### config.mk
export PLATFORM = sky130hd
export DESIGN_NAME = phs_avg_gain_flat
export DESIGN_NICKNAME = d
export VERILOG_FILES = /design/src/rtl/phs_avg_gain_if.sv /design/src/rtl/phs_avg_gain.sv /design/src/flat_wrapper.sv
export SDC_FILE = /design/constraint.sdc
export NUM_CORES = 1
export LEC_CHECK = 0
export BUFFER_PORTS_ARGS = -buffer_cell sky130_fd_sc_hd__buf_4
export CAP_MARGIN = 5
export CORE_UTILIZATION = 59
export DETAILED_ROUTE_END_ITERATION = 7
export GPL_TIMING_DRIVEN = 1
export PLACE_DENSITY = 0.79
export SLEW_MARGIN = 0
export SYNTH_ARGS = -nofsm -noshare
export SYNTH_HDL_FRONTEND = slang
export SYNTH_SLANG_ARGS = --single-unit
### constraint.sdc
create_clock -name clk -period 4.1 [get_ports clk]
set_clock_uncertainty 0.1 [all_clocks]
set_input_delay 0.82 -clock clk [delete_from_list [all_inputs] [get_ports clk]]
set_output_delay 0.82 -clock clk [all_outputs]
set_load 0.005 [all_outputs]
### src/rtl/phs_avg_gain_if.sv
// Host and averager port bundle for the phase-averaging gain register.
// Host side writes/commits gains; averager side reads interleaved I/Q.
interface phs_avg_gain_if #(
  parameter int DW = 16
);
  logic                 lb_write;
  logic [1:0]           lb_addr;
  logic signed [DW-1:0] lb_data;
  logic                 commit;
  logic [DW-2:0]        ramp_step;
  logic                 kx_addr;
  logic                 ky_addr;
  logic signed [DW-1:0] kx;
  logic signed [DW-1:0] ky;
  logic                 busy;

  modport master (
    output lb_write, lb_addr, lb_data, commit, ramp_step,
    output kx_addr, ky_addr,
    input  kx, ky, busy
  );

  modport slave (
    input  lb_write, lb_addr, lb_data, commit, ramp_step,
    input  kx_addr, ky_addr,
    output kx, ky, busy
  );
endinterface

### src/rtl/phs_avg_gain.sv
// Shadow/target/active gain banks with I/Q-frame-aligned apply.
// PHS_GAIN_RAMP_EN enables a slew-limited ramp toward the target.
module phs_avg_gain #(
  parameter int DW = 16
) (
  input logic           clk,
  input logic           reset_n,
  phs_avg_gain_if.slave bus
);

  logic signed [DW-1:0] shadow [4];
  logic signed [DW-1:0] target [4];
  logic signed [DW-1:0] active [4];
  logic signed [DW-1:0] nxt    [4];
  logic                 pending_x;
  logic                 pending_y;
  logic                 bnd_x;
  logic                 bnd_y;
  logic                 diff;

`ifdef PHS_GAIN_RAMP_EN
  // Difference in DW+1 bits so the step never wraps.
  function automatic logic [DW-1:0] ramp_next(
    input logic [DW-1:0] a,
    input logic [DW-1:0] t,
    input logic [DW-2:0] s
  );
    logic [DW:0] d;
    logic [DW:0] m;
    logic [DW:0] se;
    logic [DW:0] r;
    d  = {t[DW-1], t} - {a[DW-1], a};
    m  = d[DW] ? (~d + 1'b1) : d;
    se = {2'b00, s};
    if (m <= se)
      r = {t[DW-1], t};
    else if (d[DW])
      r = {a[DW-1], a} - se;
    else
      r = {a[DW-1], a} + se;
    return r[DW-1:0];
  endfunction

  always_comb begin
    for (int i = 0; i < 4; i++)
      nxt[i] = ramp_next(active[i], target[i], bus.ramp_step);
  end
`else
  always_comb begin
    for (int i = 0; i < 4; i++)
      nxt[i] = target[i];
  end
`endif

  // A boundary is the edge that ends an imag (addr 0) cycle.
  assign bnd_x = ~bus.kx_addr;
  assign bnd_y = ~bus.ky_addr;

  always_ff @(posedge clk or negedge reset_n) begin
    if (!reset_n) begin
      for (int i = 0; i < 4; i++) begin
        shadow[i] <= '0;
        target[i] <= '0;
        active[i] <= '0;
      end
      pending_x <= 1'b0;
      pending_y <= 1'b0;
    end else begin
      if (bus.lb_write)
        shadow[bus.lb_addr] <= bus.lb_data;
      if (bus.commit) begin
        for (int i = 0; i < 4; i++)
          target[i] <= shadow[i];
      end
      pending_x <= bus.commit | (pending_x & ~bnd_x);
      pending_y <= bus.commit | (pending_y & ~bnd_y);
      // A commit edge defers the apply to the next boundary.
      if (bnd_x & ~bus.commit) begin
        active[0] <= nxt[0];
        active[1] <= nxt[1];
      end
      if (bnd_y & ~bus.commit) begin
        active[2] <= nxt[2];
        active[3] <= nxt[3];
      end
    end
  end

  always_comb begin
    diff = 1'b0;
    for (int i = 0; i < 4; i++)
      diff = diff | (active[i] != target[i]);
  end

  assign bus.kx   = bus.kx_addr ? active[0] : active[1];
  assign bus.ky   = bus.ky_addr ? active[2] : active[3];
  assign bus.busy = pending_x | pending_y | diff;

endmodule

### src/flat_wrapper.sv
// flat-port wrapper written by rule: the top's interface ports become plain ports
module phs_avg_gain_flat 
#(
  parameter int DW = 16
)
  (clk, reset_n, bus_lb_write, bus_lb_addr, bus_lb_data, bus_commit, bus_ramp_step, bus_kx_addr, bus_ky_addr, bus_kx, bus_ky, bus_busy);
  phs_avg_gain_if #(.DW(DW)) bus_i ();
  input logic clk;
  input logic reset_n;
  input wire logic [$bits(bus_i.lb_write)-1:0] bus_lb_write;
  input wire logic [$bits(bus_i.lb_addr)-1:0] bus_lb_addr;
  input wire logic [$bits(bus_i.lb_data)-1:0] bus_lb_data;
  input wire logic [$bits(bus_i.commit)-1:0] bus_commit;
  input wire logic [$bits(bus_i.ramp_step)-1:0] bus_ramp_step;
  input wire logic [$bits(bus_i.kx_addr)-1:0] bus_kx_addr;
  input wire logic [$bits(bus_i.ky_addr)-1:0] bus_ky_addr;
  output wire logic [$bits(bus_i.kx)-1:0] bus_kx;
  output wire logic [$bits(bus_i.ky)-1:0] bus_ky;
  output wire logic [$bits(bus_i.busy)-1:0] bus_busy;
  assign bus_i.lb_write = bus_lb_write;
  assign bus_i.lb_addr = bus_lb_addr;
  assign bus_i.lb_data = bus_lb_data;
  assign bus_i.commit = bus_commit;
  assign bus_i.ramp_step = bus_ramp_step;
  assign bus_i.kx_addr = bus_kx_addr;
  assign bus_i.ky_addr = bus_ky_addr;
  assign bus_kx = bus_i.kx;
  assign bus_ky = bus_i.ky;
  assign bus_busy = bus_i.busy;
  phs_avg_gain #(.DW(DW)) u_core (.clk(clk), .reset_n(reset_n), .bus(bus_i));
endmodule
==> metrics <==
status finished clean; routed length per placed instance 20.4 um; Synth Register Bits 194; DRT iter0 DRCs 309; clock-pin transition on the worst setup and hold timing paths 0.07 ns; critical path arrival 2.61 ns; relative slew slack 0.441; Critical Path Slowest Stage Cell or4_1; Slew @ Worst Pin 0.839 ns; Synth-to-Final Area Change 14.8%; Die ar. 14400 um2; Syn Nets 631; Global Route Usage Sum 0.262; Max H-tree Level 4; crit path launch type register; antenna violations before repair 0; root buffer cell clkbuf_16; post-CTS sizing 0; Row Count 42; final hold viol count 0; Leak 4.15 nW; max-slew violation count 0; Die X 120 um; first-pass GRT wire length 27300 um; cell count after synthesis 592; I/O pin count 72; crit path kind register to primary output; crit-path max FO 3; # DRC 0; multi-input logic area 3200 um2; Mean Syn Cell Area 13.9 um2; CP max stage delay 0.61 ns; final wirelength 17100 um; ant diodes 0; CP Cell Sequence xor2_1 > a2111o_1 > nor4_1 > nand4_1 > or4_1 > buf_4; PortBufs 56; Power Density 588 nW/um2; reg-to-reg endpoint u_core.active[1]; total gr overflow 0; Total Neg Setup Slack 0 ns; Die H 120 um; Setup-failing EPs final 0; Nets 691; Yosys cell types 24; Max Cap Viol 0; Data required, critical path 3.18 ns; Final Wtd Congestion 0.853; drt first pass iters 5; largest net degree at the start of global routing 108; Core Footprint 13400 um2; FMAX 0.283 GHz; Clock Latency Late Sink 0.43 ns; Post-CTS Setup Repair Bufs 0; Tmin final 3.53 ns; register area 4850 um2; layout cells sized above 1 0.433; vias in the first global route 4998; HPWL Detailed 11200 um; RSZ-0062 raised after global routing false; Reg-to-Reg Start u_core.nxt[1]; via count 4847; Synth Warn # 0; fin crit share 0.862; CTS sink count 194; endpoint type of the worst setup path primary output; worst-case reg-to-reg path depth 1; Bufs on Longest Clock Path 2; Hold Crit Class primary input to asynchronous set/reset pin; CTS tree yes; Mapped Area 8230 um2; R2R Setup Slk 3.17 ns; vias per cell 5.78; register area share after synthesis 0.590; Power, Total 0.00556 W; fillers 913; effective utilization at floorplan 0.614; VDD IR max 354 uV; hold_buf cts 0; CTS Buf Count 17; post-route ant nets 0
## placed cells by master, fill, tap and decap left out
cell / synthesis / routed
a21o_1: 2 / 2
clkbuf_8: 0 / 7
xnor2_1: 18 / 18
o21ai_0: 30 / 30
nor2_4: 0 / 2
bufinv_16: 0 / 1
buf_4: 0 / 64
nor4_1: 10 / 10
a2111o_1: 1 / 1
buf_12: 0 / 1
xor2_2: 1 / 1
a222oi_1: 1 / 1
inv_1: 26 / 26
mux2_1: 6 / 6
nand2_1: 30 / 30
mux2_2: 188 / 188
nor2_1: 3 / 1
xor2_1: 29 / 29
clkbuf_1: 21 / 2
o22ai_1: 13 / 13
nand3_1: 1 / 1
a221oi_1: 1 / 1
nand4_1: 8 / 8
nor3b_2: 1 / 1
nand3b_1: 2 / 2
dfrtp_1: 194 / 194
nor4_4: 1 / 1
clkbuf_16: 0 / 17
clkinv_2: 0 / 4
or4_1: 1 / 1
## power breakdown
group	leakage [nW]	internal [W]	total (W)	switching, W
combinational	1.54	0.000714	0.00125	0.000534
sequential	2.32	0.00237	0.00273	0.000358
clock	0.285	0.000923	0.00158	0.000661
## cells in the mapped netlist
library cell	instances	area [um2]
xor2_2	1	16.3
mux2_1	6	67.6
a221oi_1	1	8.76
dfrtp_1	194	4850
nand4_1	8	50.1
nand3b_1	2	15.0
a222oi_1	1	10.0
nand3_1	1	5.00
xnor2_1	18	158
nor4_4	1	21.3
nand2_1	30	113
nor3b_2	1	12.5
o21ai_0	30	150
inv_1	26	97.6
a21o_1	2	15.0
mux2_2	188	2120
clkbuf_1	21	78.8
a2111o_1	1	11.3
nor2_1	3	11.3
buf_1	4	15.0
or4_1	1	7.51
nor4_1	10	62.6
xor2_1	29	254
o22ai_1	13	81.3
## metrics by stage
| step | utilization | std cells | instance area (um2) | hold slack, ns | setup WS (ns) |
|---|---|---|---|---|---|
| after CTS | 0.706 | 839 | 9450 | 0.384 | 0.545 |
| final | 0.706 | 839 | 9450 | 0.379 | 0.567 |
| after detailed placement | 0.663 | 809 | 8890 | 0.371 | 1.02 |
| after global placement | 0.663 | 809 | 8890 | 0.357 | 1.04 |
| after global routing | 0.706 | 839 | 9450 | 0.401 | 0.430 |
| after floorplan | - | 592 | 8230 | 0.346 | 1.35 |
## cell families after synthesis
| logic type | Yosys count | share of synthesized area |
|---|---|---|
| muxes | 194 | 0.265 |
| buffers and inverters | 51 | 0.0233 |
| xor gates and xnor gates | 48 | 0.0520 |
| and+or+nand+nor | 57 | 0.0362 |
| AOI/OAI and AO/OA | 48 | 0.0336 |
| DFF | 194 | 0.590 |
## how the worst max path moves through the flow
stage	start	to	slack (ns)
after global routing	u_core.active[3]	bus_busy	0.43
after floorplan	bus_kx_addr	bus_kx[10]	1.35
after detailed placement	u_core.active[3]	bus_busy	1.02
after CTS	u_core.active[3]	bus_busy	0.54
final	u_core.active[3]	bus_busy	0.57
after global placement	u_core.active[3]	bus_busy	1.04
## per-layer routing
| layer | routed length (um) | vias up | global-route usage | share of wire |
|---|---|---|---|---|
| met3 | 694 | 20 | 0.0556 | 0.041 |
| met5 | 0 | - | 0 | 0 |
| met4 | 285 | 0 | 0.100 | 0.017 |
| li1 | - | 2190 | - | - |
| met2 | 8490 | 107 | 0.423 | 0.50 |
| met1 | 7620 | 2530 | 0.349 | 0.45 |
## state kept, by name, summed over array words and instances (netlist names)
name / count
u_core.nxt: 64
u_core.shadow: 64
u_core.active: 64
u_core.pending_x: 1
u_core.pending_y: 1
## cell type report
cell class	count	area share
Sequential cell	194	0.513
Multi-Input combinational cell	347	0.339
Clock buffer	25	0.0545
Timing Repair Buffer	66	0.0544
Tap cell	176	0.0233
Inverter	26	0.0103
Clock inverter	5	0.00529
## worst max-delay path, delay by kind of cell, from the launching register on
kind            cells  cell delay, ns
simple gates        3            1.06
flops               1            0.40
compound gates      1            0.38
xor+xnor            1            0.17
buf+inv             1            0.17
Power figures use the tool's default switching activity.
